===== src/rtl/cal_pkg.sv =====
// Shared types and constants for the shift-add calculation unit.
package cal_pkg;

  localparam int unsigned CAL_WIDTH = 16;
  localparam int unsigned CAL_IDX_W = 8;

  // Result carries the full product plus IDX_W bits of headroom for the running sum.
  function automatic int unsigned result_w(input int unsigned width, input int unsigned idx_w);
    return 2 * width + idx_w;
  endfunction

  localparam int unsigned CAL_RES_W = 2 * CAL_WIDTH + CAL_IDX_W;

  typedef enum logic [1:0] {
    ST_IDLE = 2'd0,
    ST_LOAD = 2'd1,
    ST_BUSY = 2'd2,
    ST_DONE = 2'd3
  } cal_state_e;

endpackage


===== src/rtl/cal_if.sv =====
// Controller <-> calculation unit handshake bundle.
interface cal_if
  import cal_pkg::*;
#(
  parameter int unsigned WIDTH = CAL_WIDTH,
  parameter int unsigned IDX_W = CAL_IDX_W
);
  localparam int unsigned RES_W = result_w(WIDTH, IDX_W);

  logic                 write_reg;
  logic [IDX_W-1:0]     index;
  logic [2*WIDTH-1:0]   data_in;
  logic                 cal_finish;
  logic [RES_W-1:0]     result;
  logic [IDX_W-1:0]     result_index;
  logic                 busy;

  modport master (
    output write_reg, index, data_in,
    input  cal_finish, result, result_index, busy
  );

  modport slave (
    input  write_reg, index, data_in,
    output cal_finish, result, result_index, busy
  );

endinterface


===== src/rtl/cal_shift_add.sv =====
// Sequential shift-add multiplier core: operand registers, partial product, bit counter.
module cal_shift_add
  import cal_pkg::*;
#(
  parameter int unsigned WIDTH = CAL_WIDTH
) (
  input  logic                 clk,
  input  logic                 rst,
  input  logic                 load,
  input  logic                 clear,
  input  logic                 step,
  input  logic [WIDTH-1:0]     a_in,
  input  logic [WIDTH-1:0]     b_in,
  output logic                 last_c,
  output logic [2*WIDTH-1:0]   product
);

  localparam int unsigned CNT_W = $clog2(WIDTH + 1);
  localparam int unsigned PP_W  = 2 * WIDTH;

  logic [WIDTH-1:0] a_q;
  logic [WIDTH-1:0] b_q;
  logic [PP_W-1:0]  pp_q;
  logic [CNT_W-1:0] cnt_q;

  always_ff @(posedge clk) begin
    if (rst) begin
      a_q   <= '0;
      b_q   <= '0;
      pp_q  <= '0;
      cnt_q <= '0;
    end else begin
      if (load) begin
        a_q <= a_in;
        b_q <= b_in;
      end
      if (clear) begin
        pp_q  <= '0;
        cnt_q <= '0;
      end
      // One multiplier bit per cycle: B is consumed LSB first.
      if (step) begin
        if (b_q[0]) pp_q <= pp_q + (PP_W'(a_q) << cnt_q);
        b_q   <= b_q >> 1;
        cnt_q <= cnt_q + CNT_W'(1);
      end
    end
  end

  assign last_c  = (cnt_q == CNT_W'(WIDTH - 1));
  assign product = pp_q;

endmodule


===== src/rtl/cal_unit.sv =====
// Calculation unit: control FSM, result/accumulator and output registers around the shift-add core.
// Define CAL_UNIT_ACC_EN to accumulate products into result instead of replacing it.
module cal_unit
  import cal_pkg::*;
#(
  parameter int unsigned WIDTH = CAL_WIDTH,
  parameter int unsigned IDX_W = CAL_IDX_W
) (
  input  logic clk,
  input  logic rst,
  cal_if.slave bus
);

  localparam int unsigned RES_W = result_w(WIDTH, IDX_W);

  cal_state_e           state;
  cal_state_e           state_next;
  logic                 load;
  logic                 clear;
  logic                 step;
  logic                 last_c;
  logic [2*WIDTH-1:0]   product;
  logic [IDX_W-1:0]     idx_q;
  logic                 finish_q;
  logic                 busy_q;
  logic [RES_W-1:0]     result_q;
  logic [IDX_W-1:0]     result_index_q;

  cal_shift_add #(.WIDTH(WIDTH)) u_core (
    .clk     (clk),
    .rst     (rst),
    .load    (load),
    .clear   (clear),
    .step    (step),
    .a_in    (bus.data_in[2*WIDTH-1:WIDTH]),
    .b_in    (bus.data_in[WIDTH-1:0]),
    .last_c  (last_c),
    .product (product)
  );

  always_ff @(posedge clk) begin
    if (rst) state <= ST_IDLE;
    else     state <= state_next;
  end

  // Strobes outside IDLE fall through untouched, so a stray write_reg is simply dropped.
  always_comb begin
    state_next = state;
    load       = 1'b0;
    clear      = 1'b0;
    step       = 1'b0;
    unique case (state)
      ST_IDLE: if (bus.write_reg) begin
        load       = 1'b1;
        state_next = ST_LOAD;
      end
      ST_LOAD: begin
        clear      = 1'b1;
        state_next = ST_BUSY;
      end
      ST_BUSY: begin
        step = 1'b1;
        if (last_c) state_next = ST_DONE;
      end
      ST_DONE: state_next = ST_IDLE;
    endcase
  end

  always_ff @(posedge clk) begin
    if (rst)       idx_q <= '0;
    else if (load) idx_q <= bus.index;
  end

  // busy follows the next state so the registered flag lines up with LOAD/BUSY.
  always_ff @(posedge clk) begin
    if (rst) begin
      finish_q       <= 1'b0;
      busy_q         <= 1'b0;
      result_q       <= '0;
      result_index_q <= '0;
    end else begin
      finish_q <= (state == ST_DONE);
      busy_q   <= (state_next == ST_LOAD) || (state_next == ST_BUSY);
      if (state == ST_DONE) begin
`ifdef CAL_UNIT_ACC_EN
        result_q <= result_q + RES_W'(product);
`else
        result_q <= RES_W'(product);
`endif
        result_index_q <= idx_q;
      end
    end
  end

  assign bus.cal_finish   = finish_q;
  assign bus.busy         = busy_q;
  assign bus.result       = result_q;
  assign bus.result_index = result_index_q;

endmodule


===== src/flat_wrapper.sv =====
// flat-port wrapper written by rule: the top's interface ports become plain ports
module cal_unit_flat import cal_pkg::*;
#(
  parameter int unsigned WIDTH = CAL_WIDTH,
  parameter int unsigned IDX_W = CAL_IDX_W
)
  (clk, rst, bus_write_reg, bus_index, bus_data_in, bus_cal_finish, bus_result, bus_result_index, bus_busy);
  cal_if #(.WIDTH(WIDTH), .IDX_W(IDX_W)) bus_i ();
  input  logic clk;
  input  logic rst;
  input wire logic [$bits(bus_i.write_reg)-1:0] bus_write_reg;
  input wire logic [$bits(bus_i.index)-1:0] bus_index;
  input wire logic [$bits(bus_i.data_in)-1:0] bus_data_in;
  output wire logic [$bits(bus_i.cal_finish)-1:0] bus_cal_finish;
  output wire logic [$bits(bus_i.result)-1:0] bus_result;
  output wire logic [$bits(bus_i.result_index)-1:0] bus_result_index;
  output wire logic [$bits(bus_i.busy)-1:0] bus_busy;
  assign bus_i.write_reg = bus_write_reg;
  assign bus_i.index = bus_index;
  assign bus_i.data_in = bus_data_in;
  assign bus_cal_finish = bus_i.cal_finish;
  assign bus_result = bus_i.result;
  assign bus_result_index = bus_i.result_index;
  assign bus_busy = bus_i.busy;
  cal_unit #(.WIDTH(WIDTH), .IDX_W(IDX_W)) u_core (.clk(clk), .rst(rst), .bus(bus_i));
endmodule

===== config.mk =====
export PLATFORM = sky130hd
export DESIGN_NAME = cal_unit_flat
export DESIGN_NICKNAME = d
export VERILOG_FILES = /design/src/rtl/cal_pkg.sv /design/src/rtl/cal_if.sv /design/src/rtl/cal_shift_add.sv /design/src/rtl/cal_unit.sv /design/src/flat_wrapper.sv
export SDC_FILE = /design/constraint.sdc
export NUM_CORES = 1
export LEC_CHECK = 0
export ABC_AREA = 1
export CORE_MARGIN = 2
export CORE_UTILIZATION = 49
export CTS_CLUSTER_DIAMETER = 40
export CTS_CLUSTER_SIZE = 24
export DETAILED_ROUTE_END_ITERATION = 12
export GPL_ROUTABILITY_DRIVEN = 0
export PLACE_DENSITY = 0.7
export SLEW_MARGIN = 0
export SYNTH_ARGS = -nofsm -noshare
export SYNTH_HDL_FRONTEND = slang
export SYNTH_HIERARCHICAL = 1
export SYNTH_SLANG_ARGS = --single-unit

===== constraint.sdc =====
create_clock -name clk -period 3.25 [get_ports clk]
set_input_delay 0.4875 -clock clk [delete_from_list [all_inputs] [get_ports clk]]
set_output_delay 0.4875 -clock clk [all_outputs]
set_load 0.02 [all_outputs]

* After elaboration in Yosys (flattened, before gate mapping) *
Index checks and enable logic that the tools add are counted.

word-level totals
  RAM bits = 0
  register bits = 121
  bits in latches = 0
  output and inout bits = 50
  input bits = 43
  memories = 0
  word-level logic and storage cells = 39
  bits in read-only memories = 0

operators by class
  equality and inequality tests = 6
  div/mod/pow operators = 0
  multiplexer cells = 14
  shifts and indexed selects = 1
  reductions and logical operators = 5
  bitwise gates (word level) = 0
  $lt $le $gt $ge = 0
  add/sub/neg operators = 2
  $mul = 0

operator list
  operator                                                         count
  32-bit two-way mux                                               3
  32-bit adder                                                     1
  16-bit by 5-bit left shift with 32-bit output                    1
  15-bit two-way mux                                               2
  5-bit two-way mux                                                2
  2-bit one-hot mux with 4 select lines                            1
  2-bit == test, second input constant                             3
  5-bit by 1-bit adder with 5-bit output, second input constant    1
  5-bit by 4-bit == test with 1-bit output, second input constant  1
  2-bit by 1-bit == test with 1-bit output, second input constant  2
  1-bit two-way mux                                                4
  2-bit two-way mux                                                2
  2-bit nonzero test                                               2
  2-bit zero test                                                  1
  2-bit OR reduction                                               1
  1-bit logical OR                                                 1

* Longest topological paths before layout *
  word-level depth = 5
  mapped depth = 24
  depth with buffers taken out = 22

* By module *
The synthesis kept the hierarchy.

modules (own cells, without submodules)
  module         times used  area an instance (um2)  cells an instance  sequential area each (um2)
  cal_shift_add  1           5,693.0                 909                1,381.3
  cal_unit       1           1,968.1                 245                1,041.0

* Least setup slack after synthesis *
Ideal clock, no wire load.

  path kind = register -> register
  from = reg u_core.u_core.cnt_q[0]
  to = reg u_core.u_core.pp_q[31] (netlist: u_core/u_core/product[31])
  cell stages (with the launch flop) = 24
  path buffers = 2
  data arrival time = 2,446 ps
  data required time = 3,119 ps
  slack = 673 ps
  library setup time = 131 ps
  clock period less this slack = 2,577 ps
  cells stage by stage = dfxtp_1 > buf_6 > buf_6 > mux2i_1 > nand2_1 > o21ai_1 > nand2_1 > o21ai_1 > nand2_1 > o21ai_2 > nor2_1 > ha_1 > nand2_1 > inv_1 > nand2_1 > nand2_1 > a21oi_1 > nand2_1 > nand2_1 > nand2_1 > inv_1 > nand2_2 > nand3_2 > a21oi_2

on the way
  word-level cells in the longest chain between the ends = 4

ends and longest elaborated chain
  item                                           line                 RTL
  from (decl)                                    cal_shift_add.sv:24  logic [CNT_W-1:0] cnt_q;
  from (signal assigned)                         cal_shift_add.sv:45  cnt_q <= cnt_q + CNT_W'(1);
  16-bit by 5-bit left shift with 32-bit output  cal_shift_add.sv:43  if (b_q[0]) pp_q <= pp_q + (PP_W'(a_q) << cnt_q);
  32-bit adder                                   cal_shift_add.sv:43
  32-bit two-way mux                             cal_shift_add.sv:43
  32-bit two-way mux                             cal_shift_add.sv:42  if (step) begin
  to (signal assigned)                           cal_shift_add.sv:43
  to (decl)                                      cal_shift_add.sv:23  logic [PP_W-1:0] pp_q;

Every way passes these cells.
A chain may end at the register's enable or synchronous reset.

* Worst setup path after layout *
Same ends and word-level chain as after synthesis.

==> summary.txt <==
Syn Inst Count: 1154
Flop-to-flop setup slack: 0.23 ns
Worst endpoint required time: 3.61 ns
CTS buffer count: 17
Synth warn: 6
Largest net degree at the start of global routing: 42
Worst slack at placement: 0.1201 ns
Final worst slack: 0.2338 ns
Clk slew on worst S/H paths: 0.06 ns
Async S/R FF share, synth: 0
Initial Util: 0.5021
Period utilisation layout: 0.9281
Worst-Skew Late Latency: 0.43 ns
IO buf count: 84
Synthesis-to-layout area growth: 20.46%
Relative slew slack: 0.3529
Clock Tree Buf Depth: 2
Tightest Hold Check Type: reg2reg
Top_reg_cell synth: dfxtp_1
Clock sink count: 121
Max rail drop VDD: 0.3659 mV
CTS tree: done
Most common cell after layout, fill and taps aside: nand2_1
Setup crit end kind: flop
Clock Skews: 0.01583 ns
Synthesized cell area: 7661 µm²
Failing checks: DRC
Worst-margin pin slew: 0.9696 ns
Tmin final: 3.016 ns
Startpoint Class: flop
Leakage: 0.003894 µW
DRT Wirelength: 21700 µm
Critical path class: reg2reg
Diodes inserted: 0
First-pass GRT wire length: 35500 µm
Crit-path max FO: 14
Synth Register Bits: 121
Most frequent cells in the layout: 339 x nand2_1, 120 x dfxtp_1, 118 x a21oi_1
Die area: 16650 µm²
EDFF count, synth: 0
Max-cap viol count: 0
Share of cells above drive strength 1: 0.1073
Synth cell types: 48
Cell Rows: 45
Layout Utilization: 0.6048
CTS H-tree lvls: 4
Initial antenna violation count: 0
# setup viols final: 0
Die H: 129.0 µm
Final net count: 1308
GRT Util Overall: 0.2683
Syn_area_per_cell: 6.639 µm²
# IOs: 93
Drt via density: 5.440
Clk root buf: clkbuf_16
Filler cell count: 1463
DPL Wire Length: 16250 µm
Routed WL per cell: 14.97 µm
DR DRC count: 1
Design Power: 4351 µW
Vias in the first global route: 7210
Routed Antenna Nets: 0
Hold Vio Cnt, Final: 0
WP data arrival: 3.38 ns
Max Transition Viols Final: 0
Remaining Overflow, GRT: 0
Via Count: 7888
DR pass1 iterations: 10
Die X: 129.0 µm
Status: finished with violations
Total core area: 15260 µm²
Initial DRC count: 547
Fmax: 331.5 MHz
PwrDens: 471.5 nW/µm²
Sequential cell area fraction in the yosys report: 0.3162
-- cell usage after synthesis, types with 13 or more instances --
| master | instances | area (µm²) |
|---|---|---|
| clkbuf_1 | 20 | 75.07 |
| nand3_1 | 61 | 305.3 |
| o221ai_1 | 21 | 183.9 |
| dfxtp_1 | 121 | 2422 |
| nor3_1 | 19 | 95.09 |
| ha_1 | 38 | 475.5 |
| nor2_1 | 117 | 439.2 |
| o21ai_0 | 51 | 255.2 |
| buf_4 | 14 | 105.1 |
| buf_2 | 14 | 70.07 |
| inv_1 | 70 | 262.8 |
| o21ai_1 | 13 | 65.06 |
| nand2_2 | 13 | 81.33 |
| nand2_1 | 341 | 1280 |
| a21oi_1 | 122 | 610.6 |
-- area by class of cell --
type	instances	area, µm²	area share
Clock buffer	19	432.9	0.04691
Clock inverter	13	146.4	0.01586
Inverter	84	329.1	0.03566
Multi-Input combinational cell	896	4626	0.5012
Sequential cell	121	2426	0.2629
Tap cell	211	264.0	0.02861
Timing Repair Buffer	106	1005	0.1089
-- registers in the layout (all words and copies together) (netlist names) --
register	count
u_core/bus.busy	1
u_core/bus.cal_finish	1
u_core/bus.result	32
u_core/bus.result_index	8
u_core/idx_q	8
u_core/state	2
u_core/u_core/a_q	16
u_core/u_core/b_q	16
u_core/u_core/cnt_q	5
u_core/u_core/product	32
-- routing by layer --
metal / part of all wire / global-route usage / routed length [µm] / vias to the layer above
met1: 0.44 / 0.3418 / 9612 / 3563
met3: 0.053 / 0.04583 / 1159 / 64
met2: 0.47 / 0.4457 / 10130 / 281
met5: 0 / 0 / 0 / -
met4: 0.037 / 0.1234 / 803 / 0
li1: - / - / - / 3980
-- worst paths after layout --
path | cells past startpoint | endpoint | startpoint
setup / recovery | 19 | u_core/u_core/product[31] | u_core/u_core/cnt_q[0]
setup reg to reg | 19 | u_core/u_core/product[31] | u_core/u_core/cnt_q[0]
hold reg to reg | 2 | u_core/bus.result_index[4] | u_core/idx_q[4]
hold / removal | 2 | u_core/bus.result_index[4] | u_core/idx_q[4]
-- through the flow --
step / hold slack [ns] / setup TNS, ns / cells / area [µm²]
6_report: 0.4586 / 0 / 1450 / 9229
5_1_grt: 0.4697 / -0.01411 / 1450 / 9229
4_1_cts: 0.4549 / 0 / 1450 / 9161
3_5_place_dp: 0.4524 / 0 / 1418 / 8582
3_3_place_gp: 0.4488 / 0 / 1418 / 8582
2_1_floorplan: 0.4354 / 0 / 1161 / 7687
-- worst max-delay path, cell delays in order (launching register included) --
cell and delay, ns:
dfxtp_4 0.38, buf_6 0.16, nand2_1 0.12, nand3_1 0.13, a31oi_2 0.27, nand2_1 0.07, o21ai_0 0.13, nor2_1 0.12
ha_1 0.35, nand2_1 0.17, inv_1 0.06, nand2_1 0.07, nand2_1 0.08, a21oi_1 0.20, nand2_1 0.17, nand2_1 0.09
nand2_1 0.09, nand3_1 0.11, nand3_2 0.08, a21oi_2 0.11
-- cell families (layout without fill, tap and decap cells) --
family / count (synthesis) / in the layout / synth area share
XOR/XNOR: 3 / 3 / 0.003430
adder cells (fa/ha/maj): 39 / 39 / 0.06467
buffers and inverters: 144 / 222 / 0.09097
AND/OR/NAND/NOR: 591 / 591 / 0.3304
AO/OA/AOI/OAI: 253 / 253 / 0.1912
other: 1 / 8 / 0.0004895
flip-flops: 121 / 121 / 0.3162
multiplexers: 2 / 2 / 0.002613
-- power by group --
| group | switching, µW | internal, µW |
|---|---|---|
| combinational | 539 | 288 |
| clock | 729 | 1130 |
| sequential | 78.0 | 1580 |
-- what timing repair did --
item | in CTS | in global routing
hold buffers | 0 | 0
gates resized for setup | 0 | 22
endpoints found under the setup margin | 0 | 17
setup buffers | 0 | 0
Note: power is estimated with default switching activity, not from simulation.
